`config.mk`:
```
export PLATFORM = sky130hd
export DESIGN_NAME = store_align_buffer_flat
export DESIGN_NICKNAME = d
export VERILOG_FILES = /design/src/rtl/store_align_buffer_pkg.sv /design/src/rtl/store_align_buffer_if.sv /design/src/rtl/store_align_buffer_lane.sv /design/src/rtl/store_align_buffer.sv /design/src/flat_wrapper.sv
export SDC_FILE = /design/constraint.sdc
export NUM_CORES = 1
export LEC_CHECK = 0
export CAP_MARGIN = 20
export CELL_PAD_IN_SITES_DETAIL_PLACEMENT = 0
export CELL_PAD_IN_SITES_GLOBAL_PLACEMENT = 1
export CORE_MARGIN = 2
export CORE_UTILIZATION = 40
export DETAILED_ROUTE_END_ITERATION = 10
export GPL_TIMING_DRIVEN = 0
export HOLD_SLACK_MARGIN = 0.12
export PLACE_DENSITY = 0.83
export REMOVE_ABC_BUFFERS = 1
export SLEW_MARGIN = 40
export SYNTH_ARGS = -nofsm -noshare
export SYNTH_HDL_FRONTEND = slang
export SYNTH_HIERARCHICAL = 1
export SYNTH_SLANG_ARGS = --single-unit
```
`constraint.sdc`:
```
create_clock -name clk -period 11.8 [get_ports clk]
set_clock_uncertainty 0.05 [all_clocks]
set_input_delay 1.18 -clock clk [delete_from_list [all_inputs] [get_ports clk]]
set_output_delay 1.18 -clock clk [all_outputs]
set_load 0.01 [all_outputs]
```
`src/rtl/store_align_buffer_pkg.sv`:
```
// Shared types for the store alignment buffer: store-type encodings,
// byte-enable type and the buffered entry layout.
package store_align_buffer_pkg;

  typedef enum logic [2:0] {
    ST_SB = 3'b000,
    ST_SH = 3'b001,
    ST_SW = 3'b010
  } st_sel_e;

  // Entries keep a full-width word address; narrower configs zero-extend.
  localparam int WORD_W = 30;

  typedef logic [3:0] be_t;

  typedef struct packed {
    logic [WORD_W-1:0] addr;
    logic [31:0]       din;
    be_t               we;
  } st_entry_t;

endpackage

```
`src/rtl/store_align_buffer_if.sv`:
```
// Store request, memory write port and load-hazard signals of the store buffer.
interface store_align_buffer_if #(
  parameter int ADDR_WIDTH = 14
);
  logic                  st_valid;
  logic                  st_ready;
  logic [2:0]            StSel;
  logic [31:0]           st_addr;
  logic [31:0]           st_data;
  logic                  st_fault;
  logic                  mem_wr_valid;
  logic                  mem_wr_ready;
  logic [ADDR_WIDTH-1:0] mem_addr;
  logic [31:0]           mem_din;
  logic [3:0]            mem_we;
  logic [31:0]           ld_addr;
  logic                  ld_hazard;

  modport slave (
    input  st_valid, StSel, st_addr, st_data, mem_wr_ready, ld_addr,
    output st_ready, st_fault, mem_wr_valid, mem_addr, mem_din, mem_we, ld_hazard
  );

  modport master (
    output st_valid, StSel, st_addr, st_data, mem_wr_ready, ld_addr,
    input  st_ready, st_fault, mem_wr_valid, mem_addr, mem_din, mem_we, ld_hazard
  );
endinterface

```
`src/rtl/store_align_buffer_lane.sv`:
```
// Combinational byte-lane steering for SB/SH/SW stores; flags misaligned
// addresses and undefined store types.
module store_lane_align
  import store_align_buffer_pkg::*;
(
  input  logic [2:0]  st_sel,
  input  logic [1:0]  off,
  input  logic [31:0] data,
  output logic [31:0] din,
  output be_t         we,
  output logic        illegal
);

  always_comb begin
    din     = '0;
    we      = '0;
    illegal = 1'b1;
    case (st_sel)
      ST_SB: begin
        din     = {4{data[7:0]}};
        we      = be_t'(4'b0001 << off);
        illegal = 1'b0;
      end
      ST_SH: begin
        din     = {2{data[15:0]}};
        we      = be_t'(4'b0011 << off);
        illegal = off[0];
      end
      ST_SW: begin
        din     = data;
        we      = 4'b1111;
        illegal = (off != 2'b00);
      end
      default: ;
    endcase
  end

endmodule

```
`src/rtl/store_align_buffer.sv`:
```
// In-order store buffer: aligns stores into byte lanes, queues legal ones and
// drains them over a valid/ready write port; reports same-word load hazards.
module store_align_buffer
  import store_align_buffer_pkg::*;
#(
  parameter int DEPTH      = 2,
  parameter int ADDR_WIDTH = 14
) (
  input logic                  clk,
  input logic                  rst_n,
  store_align_buffer_if.slave  bus
);

  localparam int PTR_W = (DEPTH > 1) ? $clog2(DEPTH) : 1;
  localparam int CNT_W = $clog2(DEPTH + 1);

  logic [CNT_W-1:0] count_q, count_d;
  logic [PTR_W-1:0] rd_ptr_q, rd_ptr_d;
  logic [PTR_W-1:0] wr_ptr_q, wr_ptr_d;
  logic             st_fault_q, st_fault_d;
  st_entry_t        entries_q [DEPTH];

  logic [31:0] al_din;
  be_t         al_we;
  logic        al_illegal;
  logic        full, head_valid, accept, enq, deq;
  st_entry_t   new_entry;
  logic [WORD_W-1:0] ld_word;
  logic        hazard;

  store_lane_align u_align (
    .st_sel  (bus.StSel),
    .off     (bus.st_addr[1:0]),
    .data    (bus.st_data),
    .din     (al_din),
    .we      (al_we),
    .illegal (al_illegal)
  );

  function automatic logic [PTR_W-1:0] rel_idx(input logic [PTR_W-1:0] idx,
                                               input logic [PTR_W-1:0] base);
    return idx - base;
  endfunction

  always_comb begin
    full       = (count_q == CNT_W'(DEPTH));
    head_valid = (count_q != '0);
    accept     = bus.st_valid && !full;
    enq        = accept && !al_illegal;
    deq        = head_valid && bus.mem_wr_ready;

    new_entry.addr = WORD_W'(bus.st_addr[ADDR_WIDTH+1:2]);
    new_entry.din  = al_din;
    new_entry.we   = al_we;

    count_d = count_q;
    if (enq && !deq)      count_d = count_q + CNT_W'(1);
    else if (!enq && deq) count_d = count_q - CNT_W'(1);

    wr_ptr_d   = enq ? wr_ptr_q + PTR_W'(1) : wr_ptr_q;
    rd_ptr_d   = deq ? rd_ptr_q + PTR_W'(1) : rd_ptr_q;
    st_fault_d = accept && al_illegal;
  end

  // Only slots between rd_ptr and rd_ptr+count hold live stores.
  always_comb begin
    ld_word = WORD_W'(bus.ld_addr[ADDR_WIDTH+1:2]);
    hazard  = 1'b0;
    for (int i = 0; i < DEPTH; i++) begin
      if ((CNT_W'(rel_idx(PTR_W'(i), rd_ptr_q)) < count_q) &&
          (entries_q[i].addr == ld_word))
        hazard = 1'b1;
    end
  end

  always_ff @(posedge clk or negedge rst_n) begin
    if (!rst_n) begin
      count_q    <= '0;
      rd_ptr_q   <= '0;
      wr_ptr_q   <= '0;
      st_fault_q <= 1'b0;
    end else begin
      count_q    <= count_d;
      rd_ptr_q   <= rd_ptr_d;
      wr_ptr_q   <= wr_ptr_d;
      st_fault_q <= st_fault_d;
    end
  end

  always_ff @(posedge clk) begin
    if (enq) entries_q[wr_ptr_q] <= new_entry;
  end

  assign bus.st_ready     = !full;
  assign bus.st_fault     = st_fault_q;
  assign bus.mem_wr_valid = head_valid;
  assign bus.mem_addr     = head_valid ? entries_q[rd_ptr_q].addr[ADDR_WIDTH-1:0] : '0;
  assign bus.mem_din      = head_valid ? entries_q[rd_ptr_q].din : '0;
  assign bus.mem_we       = head_valid ? entries_q[rd_ptr_q].we : '0;
  assign bus.ld_hazard    = hazard;

  logic unused_addr_bits;
  assign unused_addr_bits = ^{bus.st_addr[31:ADDR_WIDTH+2],
                              bus.ld_addr[31:ADDR_WIDTH+2], bus.ld_addr[1:0]};

endmodule

```
`src/flat_wrapper.sv`:
```
// flat-port wrapper written by rule: the top's interface ports become plain ports
module store_align_buffer_flat import store_align_buffer_pkg::*;
#(
  parameter int DEPTH      = 2,
  parameter int ADDR_WIDTH = 14
)
  (clk, rst_n, bus_st_valid, bus_StSel, bus_st_addr, bus_st_data, bus_mem_wr_ready, bus_ld_addr, bus_st_ready, bus_st_fault, bus_mem_wr_valid, bus_mem_addr, bus_mem_din, bus_mem_we, bus_ld_hazard);
  store_align_buffer_if #(.ADDR_WIDTH(ADDR_WIDTH)) bus_i ();
  input logic clk;
  input logic rst_n;
  input wire logic [$bits(bus_i.st_valid)-1:0] bus_st_valid;
  input wire logic [$bits(bus_i.StSel)-1:0] bus_StSel;
  input wire logic [$bits(bus_i.st_addr)-1:0] bus_st_addr;
  input wire logic [$bits(bus_i.st_data)-1:0] bus_st_data;
  input wire logic [$bits(bus_i.mem_wr_ready)-1:0] bus_mem_wr_ready;
  input wire logic [$bits(bus_i.ld_addr)-1:0] bus_ld_addr;
  output wire logic [$bits(bus_i.st_ready)-1:0] bus_st_ready;
  output wire logic [$bits(bus_i.st_fault)-1:0] bus_st_fault;
  output wire logic [$bits(bus_i.mem_wr_valid)-1:0] bus_mem_wr_valid;
  output wire logic [$bits(bus_i.mem_addr)-1:0] bus_mem_addr;
  output wire logic [$bits(bus_i.mem_din)-1:0] bus_mem_din;
  output wire logic [$bits(bus_i.mem_we)-1:0] bus_mem_we;
  output wire logic [$bits(bus_i.ld_hazard)-1:0] bus_ld_hazard;
  assign bus_i.st_valid = bus_st_valid;
  assign bus_i.StSel = bus_StSel;
  assign bus_i.st_addr = bus_st_addr;
  assign bus_i.st_data = bus_st_data;
  assign bus_i.mem_wr_ready = bus_mem_wr_ready;
  assign bus_i.ld_addr = bus_ld_addr;
  assign bus_st_ready = bus_i.st_ready;
  assign bus_st_fault = bus_i.st_fault;
  assign bus_mem_wr_valid = bus_i.mem_wr_valid;
  assign bus_mem_addr = bus_i.mem_addr;
  assign bus_mem_din = bus_i.mem_din;
  assign bus_mem_we = bus_i.mem_we;
  assign bus_ld_hazard = bus_i.ld_hazard;
  store_align_buffer #(.DEPTH(DEPTH), .ADDR_WIDTH(ADDR_WIDTH)) u_core (.clk(clk), .rst_n(rst_n), .bus(bus_i));
endmodule
```
# Yosys cells after proc, flatten, opt, wreduce, memory -nomap -nowiden
# Memory sizes are Yosys's and may differ from the RTL's.
# Index checks and enable logic that the tools add are counted.
# op_classes
add_sub_neg	6
multipliers	0
div	0
order_cmp	2
n_eq_ne	5
shifts	2
muxes	12
bitwise_logic	0
n_reduce_logical	16
# op_table
cell	n
32-bit one-hot mux with 3 select lines	1
30-bit by 14-bit == test with 1-bit output	2
32-bit two-way mux	1
14-bit two-way mux	1
4-bit one-hot mux with 3 select lines	1
1-bit logical AND	8
2-bit nonzero test	3
1-bit logical NOT	4
1-bit by 2-bit < comparator with 1-bit output	2
1-bit two-way mux	4
2-bit two-way mux	2
4-bit two-way mux	1
1-bit by 2-bit << shifter with 4-bit output, first input constant	1
2-bit by 2-bit << shifter with 4-bit output, first input constant	1
3-bit by 1-bit == test with 1-bit output, second input constant	1
3-bit by 2-bit == test with 1-bit output, second input constant	1
3-bit logical NOT	1
1-bit one-hot mux with 3 select lines	1
1-bit adder, second input constant	2
2-bit by 1-bit adder with 2-bit output, second input constant	1
2-bit == test, second input constant	1
1-bit subtractor, first input constant	2
2-bit by 1-bit subtractor with 2-bit output, second input constant	1
# totals
regBits	5
latchBits	0
ramBits	100
mem_bits_ro	0
inputBits	103
output_inout_bits	54
wordCells	48
memories	1
# memory_table
memory	depth	width	rd	rd_ports_with_merged_regs	wr	line	rtl
u_core.entries_q	2	50	3	0	1	store_align_buffer.sv:21	st_entry_t entries_q [DEPTH];

# Longest topological paths before layout
# logic_depth
ltp_word	8
ltp_mapped	9
depth_no_buf	7

# Cells and area by module
# The synthesis kept the hierarchy.
# by_module_without_submodules
module	instances	cells_each	area_per_inst_um2
store_align_buffer	1	273	4331.7
store_lane_align	1	99	714.4

# Worst setup path before layout
# Ideal clock, no wire load.
# synth_timing
path_kind	input to register
from	input bus_StSel[1]
to	memory u_core/entries_q[0][0] (netlist bit) (enable)
arrival_ns	5.292
path_slack_ns	5.939
path_stages	4
path_buffers	2
cell_sequence	buf_4 > buf_6 > o32a_1 > nor3_1
# synth_via
elab_chain_cells	6
word_cells_on_any_way	8
# synth_rtl
element	line	rtl
start: declaration	flat_wrapper.sv:12	input wire logic [$bits(bus_i.StSel)-1:0] bus_StSel;
3-bit by 2-bit == test with 1-bit output (tied with other cells)	store_align_buffer_lane.sv:18	case (st_sel)
1-bit one-hot mux with 3 select lines *	store_align_buffer_lane.sv:18	
named net u_core.al_illegal	store_align_buffer.sv:25	logic al_illegal;
1-bit logical NOT *	store_align_buffer.sv:49	enq = accept && !al_illegal;
1-bit logical AND *	store_align_buffer.sv:49	
1-bit two-way mux *	store_align_buffer.sv:91	if (enq) entries_q[wr_ptr_q] <= new_entry;
1-bit two-way mux (not written as such) *	store_align_buffer.sv:91	
end: declaration	store_align_buffer.sv:21	
# The timed path passes the listed nets; every way through them passes the cells marked *.

# Worst setup path after layout
# layout_timing
from	input bus_ld_addr[10]
to	output bus_ld_hazard
# layout_via
elab_chain_cells	4
word_cells_on_any_way	6
# layout_rtl
element	line	rtl
start: declaration	flat_wrapper.sv:16	input wire logic [$bits(bus_i.ld_addr)-1:0] bus_ld_addr;
30-bit by 14-bit == test with 1-bit output	store_align_buffer.sv:71	(entries_q[i].addr == ld_word))
1-bit logical AND	store_align_buffer.sv:70	if ((CNT_W'(rel_idx(PTR_W'(i), rd_ptr_q)) < count_q) &&
1-bit two-way mux	store_align_buffer.sv:70	
1-bit two-way mux *	store_align_buffer.sv:70	
end: declaration	flat_wrapper.sv:23	output wire logic [$bits(bus_i.ld_hazard)-1:0] bus_ld_hazard;
# Mark *: on every way between the ends. The rest lies on a longest branch, timed or not.

==> flow_summary.yaml <==
status:
  status: "complete, no violations"
global_route:
  grt_pass1_vias: 3485
  grtUsageMet1: 0.2074
  gr-usage-met3: 0.04203
  grt_overflow: 0
  antenna_found_initial: 0
  grt.total_usage: 0.1695
  busiest_layer: "met2"
  grt_use_met2: 0.2988
  grt_pass1_wl_um: 17190
  grt_max_degree: 49
clocking:
  cts.sinks: 105
  cts_setup_buffers: 0
  clockBufferDepth: 2
  ctsHoldBuffers: 0
  root_buffer: "clkbuf_16"
  cts-htree-levels: 3
  cts_buffers: 9
  clk_latency_ns: 0.33
  clk_pin_slew_ns: 0.07
  cts_tree: "done"
  cts.repair.resized: 0
setup_path:
  slowest_delay_ns: 0.57
  r2r-start: "u_core/count_q[0]"
  r2r_slack_ns: 9.45
  cpLargestDelayFamily: "buffers and inverters"
  worst-setup-path-type: "in2out"
  r2r_cells: 6
  cpMostUsedCell: "clkdlybuf4s50_1"
  crit_path_cell_trace: "clkdlybuf4s50_1 -> xor2_1 -> nor4_2 -> nand4_1 -> o31ai_2 -> clkdlybuf4s50_1"
  required_ns: 10.57
  cp_max_fo: 2
  cp.arrival_ns: 3.06
  r2r_end: "u_core/entries_q[0][33]"
  path_buf_inv: 2
  cp-start-kind: "input pin"
  crit_path_end_kind: "output pin"
  crit_slowest_cell: "clkdlybuf4s50_1"
synthesis:
  yosysSeqAreaShare: 0.6199
  yosysWarnings: 6
  async_flop_share: 0.04762
  syn-instance-count: 372
  synthFlopType: "edfxtp_1"
  synth_area_mm2: 0.005046
  synth_area_per_cell_um2: 13.56
  synth_edf_count: 100
  synth.distinct_cells: 36
  ys_seq_elements: 105
flow_run:
  maxCapViolCount: 0
routing:
  detail_route.first_pass.iterations: 4
  drtIter0Drc: 95
  final_antenna_net_count: 0
  vias: 3327
  routed_wl_um: 11150
  remaining_drc_errors: 0
  post_drt_wl_per_cell_um: 16.66
  via_per_inst: 4.973
timing:
  maxSlewViolCount: 0
  grt_setup_unrepaired: "false"
  slew_headroom: 0.4906
  tightestPinTransition_ns: 0.7641
  period_minus_slack_ns: 4.288
  hold_viol_final: 0
  clock.fmax_mhz: 233.2
  finalSetupViolCount: 0
  fin_tns_setup_ns: 0
  fin_crit_sh: 0.3634
power_and_ir_drop:
  internal_power_w: 0.0009131
  ir_drop_mv: 0.09498
  power_frac_clock: 0.236
  p_comb_frac: 0.390
  cellLeakagePower_nw: 2.471
  sw_frac_of_total: 0.3031
  power.density_mw_per_mm2: 193.7
  switching_power_w: 0.0003970
  seqPwrFrac: 0.374
floorplan:
  start_util: 0.4048
  io_pins: 157
  die_h_um: 116.3
  coreArea_mm2: 0.01247
  die_area_mm2: 0.01353
  rows: 41
  dieWidth_um: 116.3
final_layout:
  final_net_count: 596
  fin_area_mm2: 0.006764
  final_layout_size_suffix_gt1_frac: 0.07646
  area_growth_pct: 34.04
  diodes: 0
min_path:
  min_to: "u_core/wr_ptr_q"
  min_path_type: "reg2reg"
  hold_start: "u_core/wr_ptr_q"
  holdPathStages: 1
placed_design:
  post_dp_cell_area_mm2: 0.006459
  dp_hpwl_um: 7908
  routabilityCongestion: 0.8425
  io_buffer_count: 122
[cells by family after synthesis]
logic type	after synthesis	share of synthesized area
DFF	105	0.6199
AOI/OAI and AO/OA	36	0.04662
and+or+nand+nor	105	0.1091
muxes	66	0.1309
adders and majority gates	1	0.002479
xor gates and xnor gates	33	0.05728
buffers and inverters	26	0.03372
[layout by cell type, fill, tap and decap left out, drive strengths merged, types with 2 or more instances in the layout]
| master | n |
|---|---|
| bufinv | 2 |
| o22ai | 16 |
| xnor2 | 12 |
| mux2i | 66 |
| nand2 | 2 |
| clkdlybuf4s50 | 119 |
| and2 | 9 |
| clkinv | 4 |
| edfxtp | 100 |
| nor4 | 4 |
| nand3b | 16 |
| nor3 | 2 |
| nor2 | 53 |
| a21oi | 11 |
| o21a | 4 |
| nand2b | 10 |
| nor2b | 2 |
| nand4 | 3 |
| clkbuf | 9 |
| xor2 | 21 |
| buf | 15 |
| dfrtp | 5 |
[layout make-up]
type,count,area [um^2]
Timing Repair Buffer,134,1339
Sequential cell,105,3132
Fill cell,1079,5702
Clock buffer,9,225.2
Clock inverter,7,85.08
Tap cell,172,215.2
Inverter,1,3.754
Multi-Input combinational cell,241,1764
[per-layer routing]
layer / vias to the layer above / share of wire
met4: 0 / 0.0064
li1: 1607 / -
met3: 7 / 0.071
met1: 1589 / 0.43
met2: 124 / 0.49
met5: - / 0
[how the worst max path moves through the flow]
stage               startpoint                      end  slack [ns]  cells past startpoint
3_3_place_gp      bus_StSel[1]  u_core/entries_q[0][20]        2.32                      3
6_report       bus_ld_addr[10]            bus_ld_hazard        7.51                      6
4_1_cts           bus_StSel[0]  u_core/entries_q[0][25]        7.37                      7
2_1_floorplan     bus_StSel[0]   u_core/entries_q[0][0]        5.97                      3
5_1_grt        bus_ld_addr[14]            bus_ld_hazard        7.45                      6
3_5_place_dp      bus_StSel[0]  u_core/entries_q[0][20]        7.01                      7
[sequential cells by signal, summed over array words and instances (netlist names)]
register	count
u_core/bus.st_fault	1
u_core/rd_ptr_q	1
u_core/count_q	2
u_core/entries_q	100
u_core/wr_ptr_q	1
[power groups by stage]
stage / sequential, W / clock, W / combinational (W)
after floorplan: 0.000502 / 0 / 0.000229
after global placement: 0.000519 / 0 / 0.000486
after detailed placement: 0.000499 / 0 / 0.000517
after CTS: 0.000490 / 0.000314 / 0.000521
after global routing: 0.000496 / 0.000330 / 0.000553
final: 0.000490 / 0.000309 / 0.000511
[Yosys cell counts, drive strengths merged (2+ instances only)]
master	number	area share
a21oi	11	0.011
and2	9	0.011
buf	21	0.030
clkbuf	4	0.0032
dfrtp	5	0.025
edfxtp	100	0.60
mux2i	66	0.13
nand2	2	0.0015
nand2b	10	0.013
nand3b	16	0.024
nand4	3	0.0037
nor2	53	0.040
nor2b	2	0.0025
nor3	2	0.0020
nor4	4	0.0062
o21a	4	0.0060
o22ai	16	0.020
xnor2	12	0.021
xor2	21	0.036
[stage by stage]
stage                     setup WS, ns  total power (W)  utilization  cells  hold slack (ns)
final                            7.512         0.001310       0.5426    669           0.4590
after global routing             7.447         0.001378       0.5426    669           0.4794
after CTS                        7.367         0.001325       0.5430    669           0.4669
after detailed placement         7.014         0.001016       0.5181    653           0.4553
after global placement           2.317         0.001005       0.5067    641           0.4211
after floorplan                  5.971        0.0007309            -    347           0.4063
Note: power is estimated with default switching activity, not from simulation.
